File: src/rtl/neuron_layer_scheduler_if.sv
// Layer-scheduler bundle: start/status, datapath issue port, and result stream.
interface neuron_layer_scheduler_if #(
  parameter int IDX_W = 4
);
  logic             start;
  logic             busy;
  logic             issue_valid;
  logic [IDX_W-1:0] issue_idx;
  logic [31:0]      dp_result;
  logic             res_valid;
  logic [IDX_W-1:0] res_idx;
  logic [31:0]      res_data;
  logic             done;
  logic             start_err;

  modport slave (
    input  start, dp_result,
    output busy, issue_valid, issue_idx, res_valid, res_idx, res_data, done, start_err
  );

  modport master (
    output start, dp_result,
    input  busy, issue_valid, issue_idx, res_valid, res_idx, res_data, done, start_err
  );
endinterface

File: src/rtl/neuron_layer_scheduler.sv
// Time-multiplexes NUM_NEURONS neurons onto one fixed-latency datapath and
// re-associates each datapath output with its neuron index via a tag pipeline.
module neuron_layer_scheduler #(
  parameter int NUM_NEURONS = 10,
  parameter int LATENCY     = 6,
  parameter int IDX_W       = 4
) (
  input  logic                      clk,
  input  logic                      rst,
  neuron_layer_scheduler_if.slave   lyr
);

  typedef enum logic [1:0] {IDLE, ISSUE, DRAIN} state_t;

  localparam logic [IDX_W-1:0] LAST_IDX = IDX_W'(NUM_NEURONS - 1);

  state_t           state_q;
  logic [IDX_W-1:0] cnt_q;
  logic             issue_valid_q;
  logic             busy_q;
  logic             start_err_q;
  logic             res_valid_q;
  logic             done_q;
  logic [IDX_W-1:0] res_idx_q;
  logic [31:0]      res_data_q;

  logic [LATENCY-1:0] tag_vld_q;
  logic [IDX_W-1:0]   tag_idx_q [LATENCY];

  logic tag_hit;
  logic tag_last;

  assign tag_hit  = tag_vld_q[LATENCY-1];
  assign tag_last = tag_hit && (tag_idx_q[LATENCY-1] == LAST_IDX);

  // Tag indices only matter when their valid bit is set, so they carry no reset.
  always_ff @(posedge clk) begin
    tag_idx_q[0] <= cnt_q;
    for (int i = 1; i < LATENCY; i++) begin
      tag_idx_q[i] <= tag_idx_q[i-1];
    end
  end

  always_ff @(posedge clk or posedge rst) begin
    if (rst) begin
      state_q       <= IDLE;
      cnt_q         <= '0;
      issue_valid_q <= 1'b0;
      busy_q        <= 1'b0;
      start_err_q   <= 1'b0;
      res_valid_q   <= 1'b0;
      done_q        <= 1'b0;
      res_idx_q     <= '0;
      res_data_q    <= '0;
      tag_vld_q     <= '0;
    end else begin
      tag_vld_q[0] <= issue_valid_q;
      for (int i = 1; i < LATENCY; i++) begin
        tag_vld_q[i] <= tag_vld_q[i-1];
      end

      res_valid_q <= tag_hit;
      done_q      <= tag_last;
      if (tag_hit) begin
        res_idx_q  <= tag_idx_q[LATENCY-1];
        res_data_q <= lyr.dp_result;
      end

      start_err_q <= lyr.start && (state_q != IDLE);

      case (state_q)
        IDLE: begin
          if (lyr.start) begin
            state_q       <= ISSUE;
            cnt_q         <= '0;
            issue_valid_q <= 1'b1;
            busy_q        <= 1'b1;
          end
        end
        ISSUE: begin
          if (cnt_q == LAST_IDX) begin
            state_q       <= DRAIN;
            issue_valid_q <= 1'b0;
          end else begin
            cnt_q <= cnt_q + IDX_W'(1);
          end
        end
        DRAIN: begin
          // Leaving on the final result's tag lets a start in the done cycle be taken.
          if (tag_last) begin
            state_q <= IDLE;
            busy_q  <= 1'b0;
          end
        end
        default: begin
          state_q       <= IDLE;
          issue_valid_q <= 1'b0;
          busy_q        <= 1'b0;
        end
      endcase
    end
  end

  assign lyr.busy        = busy_q;
  assign lyr.issue_valid = issue_valid_q;
  assign lyr.issue_idx   = cnt_q;
  assign lyr.res_valid   = res_valid_q;
  assign lyr.res_idx     = res_idx_q;
  assign lyr.res_data    = res_data_q;
  assign lyr.done        = done_q;
  assign lyr.start_err   = start_err_q;

endmodule

File: src/flat_wrapper.sv
// flat-port wrapper written by rule: the top's interface ports become plain ports
module neuron_layer_scheduler_flat 
#(
  parameter int NUM_NEURONS = 10,
  parameter int LATENCY     = 6,
  parameter int IDX_W       = 4
)
  (clk, rst, lyr_start, lyr_dp_result, lyr_busy, lyr_issue_valid, lyr_issue_idx, lyr_res_valid, lyr_res_idx, lyr_res_data, lyr_done, lyr_start_err);
  neuron_layer_scheduler_if #(.IDX_W(IDX_W)) lyr_i ();
  input  logic clk;
  input  logic rst;
  input wire logic [$bits(lyr_i.start)-1:0] lyr_start;
  input wire logic [$bits(lyr_i.dp_result)-1:0] lyr_dp_result;
  output wire logic [$bits(lyr_i.busy)-1:0] lyr_busy;
  output wire logic [$bits(lyr_i.issue_valid)-1:0] lyr_issue_valid;
  output wire logic [$bits(lyr_i.issue_idx)-1:0] lyr_issue_idx;
  output wire logic [$bits(lyr_i.res_valid)-1:0] lyr_res_valid;
  output wire logic [$bits(lyr_i.res_idx)-1:0] lyr_res_idx;
  output wire logic [$bits(lyr_i.res_data)-1:0] lyr_res_data;
  output wire logic [$bits(lyr_i.done)-1:0] lyr_done;
  output wire logic [$bits(lyr_i.start_err)-1:0] lyr_start_err;
  assign lyr_i.start = lyr_start;
  assign lyr_i.dp_result = lyr_dp_result;
  assign lyr_busy = lyr_i.busy;
  assign lyr_issue_valid = lyr_i.issue_valid;
  assign lyr_issue_idx = lyr_i.issue_idx;
  assign lyr_res_valid = lyr_i.res_valid;
  assign lyr_res_idx = lyr_i.res_idx;
  assign lyr_res_data = lyr_i.res_data;
  assign lyr_done = lyr_i.done;
  assign lyr_start_err = lyr_i.start_err;
  neuron_layer_scheduler #(.NUM_NEURONS(NUM_NEURONS), .LATENCY(LATENCY), .IDX_W(IDX_W)) u_core (.clk(clk), .rst(rst), .lyr(lyr_i));
endmodule
File: config.mk
export PLATFORM = sky130hd
export DESIGN_NAME = neuron_layer_scheduler_flat
export DESIGN_NICKNAME = d
export VERILOG_FILES = /design/src/rtl/neuron_layer_scheduler_if.sv /design/src/rtl/neuron_layer_scheduler.sv /design/src/flat_wrapper.sv
export SDC_FILE = /design/constraint.sdc
export NUM_CORES = 1
export LEC_CHECK = 0
export ABC_AREA = 1
export BUFFER_PORTS_ARGS = -buffer_cell sky130_fd_sc_hd__buf_2
export CAP_MARGIN = 30
export CORE_ASPECT_RATIO = 0.8
export CORE_MARGIN = 2
export CORE_UTILIZATION = 50
export DETAILED_ROUTE_END_ITERATION = 10
export PLACE_DENSITY = 0.86
export SKIP_CTS_REPAIR_TIMING = 1
export SYNTH_ARGS = -nofsm -noshare
export SYNTH_HDL_FRONTEND = slang
export SYNTH_SLANG_ARGS = --single-unit
File: constraint.sdc
create_clock -name clk -period 2 [get_ports clk]
set_clock_uncertainty 0.05 [all_clocks]
set_input_delay 0.1 -clock clk [delete_from_list [all_inputs] [get_ports clk]]
set_output_delay 0.1 -clock clk [all_outputs]
set_load 0.01 [all_outputs]
==> flow_metrics.tcl <==
set metrics [dict create \
    cp.required_ns 2.17 \
    min_period_ns 1.371 \
    drive_above_1_share_pct 45.97 \
    synth_seq_area_share_pct 70.75 \
    grt_pass1_wl_microns 6748 \
    setup_viol 0 \
    die_x_microns 83.90 \
    post-synth-top-area-cell "dfrtp_1" \
    dieHeight_microns 67.92 \
    syn_to_final_growth_pct 38.71 \
    num_io_pins 80 \
    io_buffers 79 \
    routedWlPerCell_microns 13.19 \
    timing.fmax_ghz 0.7293 \
    rows 23 \
    syn_avg_cell_area_sq_um 15.02 \
    fin_nets 330 \
    status "finished, final reports clean" \
    fillers 342 \
    leakage_uw 0.001923 \
    p_per_area_nw_per_um2 756.9 \
    synthTopCellsByArea "dfrtp_1, dfxtp_1, mux2_4, mux2_2, nand2_1" \
    fin_crit_sh_pct 68.56 \
    core_sq_um 4979 \
    maxSlewViolCount 0 \
    antenna_found_initial 0 \
    finalSetupTns_ns 0 \
    vdd_drop_max_mv 0.4735 \
    grt_max_degree 28 \
    grt.overflow.total 0 \
    maxCapViolCount 0 \
    n_antenna_cell 0 \
    rsz0062_at_grt "no" \
    start_kind "flop" \
    grt_use_total_pct 15.86 \
    yosysUniqueCellTypes 21 \
    min_path_type "input pin to async pin" \
    clock-sinks 77 \
    drc 0 \
    slew_headroom_pct 76.37 \
    end_kind "flop" \
    path_class "flop to flop" \
    vias_per_cell 4.597 \
    syn-cell-area_sq_um 2554 \
    cp_data_arrival_time_ns 1.54 \
    drt-pass1-iter-count 4 \
    critical_path_peak_fanout 27 \
    ys_seq_elements 77 \
    clock_path_buffers 2 \
    clk_pin_slew_worst_paths_ns 0.08 \
    gp_congestion 0.7339 \
    start_util_pct 51.29 \
    dpl.hpwl_microns 2938 \
    syn_nets 207 \
    synth.top_cell.area_share_pct 51.94 \
    htreeDepth 3 \
    finalWirelength_microns 4750 \
    grt_pass1_vias 1511 \
    tritoncts "done" \
    cts-root-buf "clkbuf_8" \
    syn_inst 170 \
    final_cell_area_sq_um 3542 \
    worstSkewPairLatency_ns 0.33 \
    ant_nets 0 \
    cts_buffers 9 \
    ys_warn_count 0 \
    dieArea_sq_um 5698 \
    place_area_sq_um 3024 \
    worst_pin_slew_ns 0.3539 \
    vias 1655 \
    hold_viol_final 0 \
    drt_first_iter_violations 37 \
]
==> final timing paths <==
path	cells after the start	start	slack (ns)	end
max	2	u_core.tag_vld_q[5]	0.63	u_core.lyr.res_data[30]
max in group asynchronous	4	rst	1.08	u_core.lyr.res_idx[0]
max reg2reg	2	u_core.tag_vld_q[5]	0.63	u_core.lyr.res_data[30]
min reg2reg	0	u_core.tag_idx_q[1][0]	0.27	u_core.tag_idx_q[2][0]
min	3	rst	0.23	u_core.lyr.res_data[21]
min in group clk	0	u_core.tag_idx_q[1][0]	0.27	u_core.tag_idx_q[2][0]
==> sequential cells by signal, indices dropped and copies added (netlist names) <==
signal / count
u_core.lyr.res_data: 32
u_core.tag_idx_q: 24
u_core.tag_vld_q: 6
u_core.lyr.issue_idx: 4
u_core.lyr.res_idx: 4
u_core.state_q: 2
u_core.lyr.busy: 1
u_core.lyr.done: 1
u_core.lyr.issue_valid: 1
u_core.lyr.res_valid: 1
u_core.lyr.start_err: 1
==> power breakdown <==
part	switching, uW	internal, uW	total (uW)	leakage (uW)
combinational	41.3	70.9	112	0.000916
clock	507	512	1020	0.0000921
sequential	0.299	1550	1550	0.000915
==> critical path, stage by stage (launching register included) <==
cell     delay, ns
dfrtp_2       0.57
buf_12        0.25
mux2_2        0.36
==> final cells by class <==
type,count,area (sq um),area share (%)
Inverter,12,45.04,1.272
Multi-Input combinational cell,77,663.1,18.72
Clock inverter,4,22.52,0.6358
Timing Repair Buffer,116,770.7,21.76
Sequential cell,77,1808,51.04
Clock buffer,12,155.1,4.380
Tap cell,62,77.57,2.190
==> layout by cell type (no fill, tap or decap) <==
cell and n:
clkbuf_8 11, dfrtp_2 1, ha_1 2, o21ai_1 2
clkbuf_1 1, dfrtp_1 52, nand3_1 3, mux2_2 17
xor2_1 1, clkinv_2 3, nand2_2 1, a21oi_1 1
buf_2 79, dfxtp_1 24, mux2i_1 1, mux2_4 17
nand2_4 1, buf_4 2, nand4_1 1, nor2_2 1
clkinvlp_4 1, dlygate4sd3_1 34, o21ai_0 3, buf_12 1
inv_1 10, inv_2 2, nor2_1 8, nand2_1 18
==> routing by layer <==
| metal | routed length, microns | part of all wire, % | GRT usage [%] |
|---|---|---|---|
| met1 | 2023 | 43 | 18.58 |
| met2 | 2358 | 50 | 25.00 |
| met3 | 341 | 7.2 | 8.685 |
| met4 | 26 | 0.55 | 6.048 |
| met5 | 0 | 0 | 0 |
==> logic make-up (layout without fill, tap and decap cells) <==
logic type / after synthesis / in the layout / synth area share (%)
AOI/OAI and AO/OA: 6 / 6 / 1.176
buffers and inverters: 16 / 144 / 3.282
adders and majority gates: 2 / 2 / 0.9798
muxes: 35 / 35 / 17.88
and+or+nand+nor: 33 / 33 / 5.586
xor gates and xnor gates: 1 / 1 / 0.3430
DFF: 77 / 77 / 70.75
==> cell usage after synthesis, drive strengths merged <==
master,count
a21oi,1
buf,4
dfrtp,53
dfxtp,24
ha,2
inv,12
mux2,34
mux2i,1
nand2,20
nand3,3
nand4,1
nor2,9
o21ai,5
xor2,1
==> through the flow <==
stage	total power, uW	worst slack (ns)	std cells	hold WS (ns)	util, %
CTS	2666	0.6417	326	-0.3358	64.31
global route	2803	0.5729	360	0.2386	71.15
detailed placement	1642	0.6578	310	0.04201	60.74
global placement	1641	0.7008	310	0.03661	60.74
floorplan	1600	0.5638	170	0.1887	-
finish	2681	0.6289	360	0.2254	71.15
Power figures use the tool's default switching activity.
